File: src/rtl/alu_share_ctrl_pkg.sv
// Shared definitions for the ALU sharing controller: opcodes, FSM states, flag bit positions.
package alu_share_ctrl_pkg;

  localparam logic [5:0] OP_ADD   = 6'b000000;
  localparam logic [5:0] OP_ADDI  = 6'b000001;
  localparam logic [5:0] OP_MULT  = 6'b000010;
  localparam logic [5:0] OP_MULTU = 6'b000011;
  localparam logic [5:0] OP_COMPI = 6'b000101;
  localparam logic [5:0] OP_AND   = 6'b000110;
  localparam logic [5:0] OP_SHRL  = 6'b001001;
  localparam logic [5:0] OP_SHRA  = 6'b001100;

  typedef enum logic [1:0] {
    StIdle,
    StExec,
    StRespLo,
    StRespHi
  } state_e;

  localparam int unsigned FlagCarry = 3;
  localparam int unsigned FlagZero  = 2;
  localparam int unsigned FlagSign  = 1;
  localparam int unsigned FlagOvf   = 0;

  function automatic logic is_mul_op(input logic [5:0] op);
    return (op == OP_MULT) || (op == OP_MULTU);
  endfunction

endpackage

File: src/rtl/alu_share_ctrl_rr_arb2.sv
// Two-way round-robin grant; the pointer toggles on each completed operation.
module rr_arb2 (
  input  logic       clk_i,
  input  logic       rst_ni,
  input  logic [1:0] req_i,
  input  logic       done_i,
  output logic [1:0] gnt_o
);

  logic ptr_q, ptr_d;

  always_comb begin
    gnt_o = 2'b00;
    unique case (req_i)
      2'b01:   gnt_o = 2'b01;
      2'b10:   gnt_o = 2'b10;
      2'b11:   gnt_o = ptr_q ? 2'b10 : 2'b01;
      default: gnt_o = 2'b00;
    endcase
    ptr_d = ptr_q ^ done_i;
  end

  always_ff @(posedge clk_i or negedge rst_ni) begin
    if (!rst_ni) begin
      ptr_q <= 1'b0;
    end else begin
      ptr_q <= ptr_d;
    end
  end

endmodule

File: src/rtl/alu_share_ctrl.sv
// Shares one combinational ALU between two requesters; holds operands for a settle time,
// then returns a tagged one- or two-beat response.
module alu_share_ctrl
  import alu_share_ctrl_pkg::*;
#(
  parameter int unsigned ALU_LAT = 1,
  parameter int unsigned MUL_LAT = 2
) (
  input  logic        clk_i,
  input  logic        rst_ni,
  input  logic        req0_valid_i,
  output logic        req0_ready_o,
  input  logic [5:0]  req0_opcode_i,
  input  logic [31:0] req0_a_i,
  input  logic [31:0] req0_b_i,
  input  logic        req1_valid_i,
  output logic        req1_ready_o,
  input  logic [5:0]  req1_opcode_i,
  input  logic [31:0] req1_a_i,
  input  logic [31:0] req1_b_i,
  output logic        rsp_valid_o,
  input  logic        rsp_ready_i,
  output logic        rsp_id_o,
  output logic [31:0] rsp_data_o,
  output logic        rsp_last_o,
  output logic [3:0]  rsp_flags_o,
  output logic [31:0] alu_inp1_o,
  output logic [31:0] alu_inp2_o,
  output logic [5:0]  alu_opcode_o,
  input  logic [31:0] alu_out_i,
  input  logic [63:0] alu_mulout_i,
  input  logic        alu_carry_i,
  input  logic        alu_zero_i,
  input  logic        alu_sign_i,
  input  logic        alu_ovf_i
);

  localparam int unsigned CntW = 8;

  state_e            state_q, state_d;
  logic [CntW-1:0]   cnt_q, cnt_d;
  logic [5:0]        opcode_q, opcode_d;
  logic [31:0]       inp1_q, inp1_d, inp2_q, inp2_d;
  logic              id_q, id_d;
  logic [31:0]       data_q, data_d, hi_q, hi_d;
  logic [3:0]        flags_q, flags_d;
  logic [1:0]        gnt;
  logic              done;

  rr_arb2 u_arb (
    .clk_i  (clk_i),
    .rst_ni (rst_ni),
    .req_i  ({req1_valid_i, req0_valid_i}),
    .done_i (done),
    .gnt_o  (gnt)
  );

  always_comb begin
    state_d      = state_q;
    cnt_d        = cnt_q;
    opcode_d     = opcode_q;
    inp1_d       = inp1_q;
    inp2_d       = inp2_q;
    id_d         = id_q;
    data_d       = data_q;
    hi_d         = hi_q;
    flags_d      = flags_q;
    done         = 1'b0;
    req0_ready_o = 1'b0;
    req1_ready_o = 1'b0;
    rsp_valid_o  = 1'b0;
    rsp_last_o   = 1'b0;

    unique case (state_q)
      StIdle: begin
        req0_ready_o = gnt[0];
        req1_ready_o = gnt[1];
        if (gnt != 2'b00) begin
          opcode_d = gnt[1] ? req1_opcode_i : req0_opcode_i;
          inp1_d   = gnt[1] ? req1_a_i : req0_a_i;
          inp2_d   = gnt[1] ? req1_b_i : req0_b_i;
          id_d     = gnt[1];
          cnt_d    = is_mul_op(opcode_d) ? CntW'(MUL_LAT) : CntW'(ALU_LAT);
          state_d  = StExec;
        end
      end
      StExec: begin
        if (cnt_q == CntW'(1)) begin
          data_d  = is_mul_op(opcode_q) ? alu_mulout_i[31:0] : alu_out_i;
          hi_d    = alu_mulout_i[63:32];
          flags_d = {alu_carry_i, alu_zero_i, alu_sign_i, alu_ovf_i};
          state_d = is_mul_op(opcode_q) ? StRespLo : StRespHi;
        end else begin
          cnt_d = cnt_q - CntW'(1);
        end
      end
      StRespLo: begin
        rsp_valid_o = 1'b1;
        if (rsp_ready_i) begin
          data_d  = hi_q;
          state_d = StRespHi;
        end
      end
      StRespHi: begin
        rsp_valid_o = 1'b1;
        rsp_last_o  = 1'b1;
        if (rsp_ready_i) begin
          done    = 1'b1;
          state_d = StIdle;
        end
      end
      default: state_d = StIdle;
    endcase
  end

  always_ff @(posedge clk_i or negedge rst_ni) begin
    if (!rst_ni) begin
      state_q  <= StIdle;
      cnt_q    <= '0;
      opcode_q <= '0;
      inp1_q   <= '0;
      inp2_q   <= '0;
      id_q     <= 1'b0;
      data_q   <= '0;
      hi_q     <= '0;
      flags_q  <= '0;
    end else begin
      state_q  <= state_d;
      cnt_q    <= cnt_d;
      opcode_q <= opcode_d;
      inp1_q   <= inp1_d;
      inp2_q   <= inp2_d;
      id_q     <= id_d;
      data_q   <= data_d;
      hi_q     <= hi_d;
      flags_q  <= flags_d;
    end
  end

  assign rsp_id_o     = id_q;
  assign rsp_data_o   = data_q;
  assign rsp_flags_o  = flags_q;
  assign alu_inp1_o   = inp1_q;
  assign alu_inp2_o   = inp2_q;
  assign alu_opcode_o = opcode_q;

endmodule

File: config.mk
export PLATFORM = sky130hd
export DESIGN_NAME = alu_share_ctrl
export DESIGN_NICKNAME = d
export VERILOG_FILES = /design/src/rtl/alu_share_ctrl_pkg.sv /design/src/rtl/alu_share_ctrl_rr_arb2.sv /design/src/rtl/alu_share_ctrl.sv
export SDC_FILE = /design/constraint.sdc
export NUM_CORES = 1
export LEC_CHECK = 0
export ABC_AREA = 0
export CORE_MARGIN = 5
export CORE_UTILIZATION = 35
export DETAILED_ROUTE_END_ITERATION = 16
export PLACE_DENSITY = 0.71
export SLEW_MARGIN = 25
export SYNTH_ARGS = -nofsm -noshare
export SYNTH_HDL_FRONTEND = slang
export SYNTH_SLANG_ARGS = --single-unit
File: constraint.sdc
create_clock -name clk_i -period 2.6 [get_ports clk_i]
set_clock_uncertainty 0.1 [all_clocks]
set_input_delay 0.52 -clock clk_i [delete_from_list [all_inputs] [get_ports clk_i]]
set_output_delay 0.52 -clock clk_i [all_outputs]
set_load 0.05 [all_outputs]
==> impl_results.md <==
- RD Place Congestion: 0.854
- Detailed placer's ending HPWL: 19800 microns
- CTS tree: yes
- Min Hold Slack: 364 ps
- Drt drc: 0
- Yosys reg bits: 150
- Met3 WL: 2690 microns
- Most common cell in the netlist: nand2_1
- Synthesized instance count: 771
- R2R setup slack: 450 ps
- Starting DRT DRC Count: 308
- Hold EP: rsp_flags_o[0]
- # setup viols final: 0
- CTS max path bufs: 2
- Nature of the critical path startpoint: register
- Maxcap violations: 0
- Global-route usage over all layers: 0.215
- Post-synthesis sequential area ratio: 0.513
- HP Class: register to register
- DR top layer: met4
- Fin util: 0.570
- PortBufs: 355
- Die Y: 155 microns
- DR WL/cell: 18.7 microns
- Mapped Avg Cell Area: 9.49 sq um
- Post-route ant nets: 0
- Ports: 356
- Met2 wire length: 12500 microns
- Crit-path max FO: 5
- Peak supply drop: 0.421 mV
- Final Max Tran Viols: 0
- Synth async-reset ratio: 1.00
- Routed vias: 6995
- Initial antenna violation count: 1
- Hold_sp: rsp_flags_o[0]
- Pleak: 5.31 nW
- Ratio of cells with drive above 1 in the final layout: 0.0677
- Layout Nets: 1362
- Synth warn: 0
- Distinct cells, synth: 46
- DRT Wirelength: 26200 microns
- Final instance area: 11900 sq um
- First-pass detailed-route iteration total: 4
- Main area contributors after synthesis: dfrtp_1 51%, mux2i_1 9.8%, nand2_1 9.4%
- Number of synthesized flops with an enable pin: 0
- Critical path class: register to primary output
- Die footprint: 23900 sq um
- Area post-placement: 11300 sq um
- Hold Violations, Final: 0
- Slew margin rel.: 0.504
- Period minus WS final: 2410 ps
- Die width: 155 microns
- First-pass GRT wire length: 40100 microns
- Status: complete, no violations
- Area Growth Syn to Fin: 62.1%
- Post-Syn Area: 7320 sq um
- Top post-synthesis cells by count: 183 x nand2_1, 150 x dfrtp_1, 73 x o21ai_0
- Rows: 53
- Power, Total: 5.23 mW
- RSZ-0062 raised after global routing: no
- Initial Util: 0.351
- Critical Path AT: 1790 ps
- Setup_tns: 0 ps
- Cell type with the highest aggregate area in the netlist: dfrtp_1
- Setup crit end kind: primary output
- R2R Path End: rsp_data_o[31]
- Syn_nets: 1023
- Worst Path Required: 1980 ps
- Hold Crit Depth: 2
- H-tree depth: 4
- Largest net degree at the start of global routing: 141
- Ys flop type: dfrtp_1
- Vias in the first global route: 7162
- Core area: 20800 sq um
- CTS Buf Count: 17
- Slew of the pin with the lowest slew margin: 744 ps
- Worst skew pair latency: 420 ps
- Gr ovfl total: 0
- Final worst path period share: 0.927
- CTS sink cnt: 150
- Fmax: 0.415 GHz
- DRT met1 WL: 10400 microns
- Synth top area share: 0.513
- Fillers: 1852
- Power Density: 441 nW/um^2
- Root Buffer: clkbuf_16
- RR Startpoint: alu_opcode_o[3]
- R2R cell count: 4
- Clk pin slew, worst setup/hold paths: 60 ps
- Postcts setup bufs: 0
- Vias per Instance: 5.00
power by group:
| group | total, mW | switching, mW | leakage [nW] | internal [mW] |
|---|---|---|---|---|
| registers | 2.33 | 0 | 1.87 | 2.33 |
| clock network | 2.32 | 1.03 | 0.265 | 1.29 |
| logic | 0.573 | 0.171 | 3.18 | 0.403 |
worst max path at each step:
stage,start,end,slack [ps],cells past startpoint
floorplan,req0_valid_i,req1_ready_o,380,4
global placement,req0_valid_i,cnt_q[5],210,6
detailed placement,req0_valid_i,cnt_q[3],170,6
CTS,state_q[0],req0_ready_o,80,5
global route,state_q[0],req0_ready_o,50,5
finish,state_q[0],req0_ready_o,190,5
sequential cells by signal (all words and copies together) (netlist names), 2 cells and up:
name and count:
state_q 2, alu_inp2_o 32, alu_inp1_o 32, hi_q 32
rsp_data_o 32, alu_opcode_o 6, rsp_flags_o 4, cnt_q 8
cells by family (layout without fill, tap and decap cells):
logic type | after synthesis | in the layout | share of synthesized area
flip-flops | 150 | 150 | 0.513
AO/OA/AOI/OAI | 157 | 157 | 0.135
buffers and inverters | 68 | 420 | 0.0383
other | 0 | 1 | 0
adder cells (fa/ha/maj) | 7 | 7 | 0.0120
AND/OR/NAND/NOR | 315 | 315 | 0.200
multiplexers | 73 | 73 | 0.100
XOR/XNOR | 1 | 1 | 0.00120
per-stage QoR:
step | setup WS, ps | instances
2_1_floorplan | 385 | 771
3_3_place_gp | 211 | 1365
3_5_place_dp | 171 | 1365
4_1_cts | 77.4 | 1398
5_1_grt | 45.6 | 1399
6_report | 191 | 1399
cells in the final DEF, fill, tap and decap left out, drive strengths merged, types with 4 or more instances in the layout:
cell	netlist	final
mux2i	72	72
dfrtp	150	150
clkbuf	38	21
buf	22	29
or3	65	65
o21ai	74	74
a32o	32	32
inv	8	12
clkdlybuf4s50	0	350
clkinv	0	5
nor2	37	37
ha	7	7
nor4	6	6
a21oi	37	37
nand2b	5	5
nand2	183	183
or4	4	4
critical path: stages, from the launching register on:
cell	delay [ps]
dfrtp_1	400
inv_1	150
ha_2	290
nand2_1	70
a21oi_1	260
buf_12	190
layer usage:
layer	vias up	GRT usage
li1	3367	-
met5	-	0
met4	0	0.0740
met2	274	0.348
met3	34	0.0907
met1	3320	0.259
what timing repair did:
action,in CTS,in global routing
gates resized for setup,0,1
hold buffers,1,0
hold endpoints to repair,28,0
endpoints found under the setup margin,0,1
layout make-up:
| type | instances | area, sq um | share of cell area |
|---|---|---|---|
| inverters | 8 | 30.0 | 0.00253 |
| multi-input cells | 553 | 3320 | 0.280 |
| flip-flops and latches | 150 | 3750 | 0.316 |
| clock buffers | 21 | 460 | 0.0388 |
| diodes | 1 | 2.50 | 0.000211 |
| repair buffers | 380 | 3860 | 0.325 |
| well taps | 275 | 344 | 0.0290 |
| clock inverters | 11 | 90.1 | 0.00760 |
(Power assumes the default switching activity.)
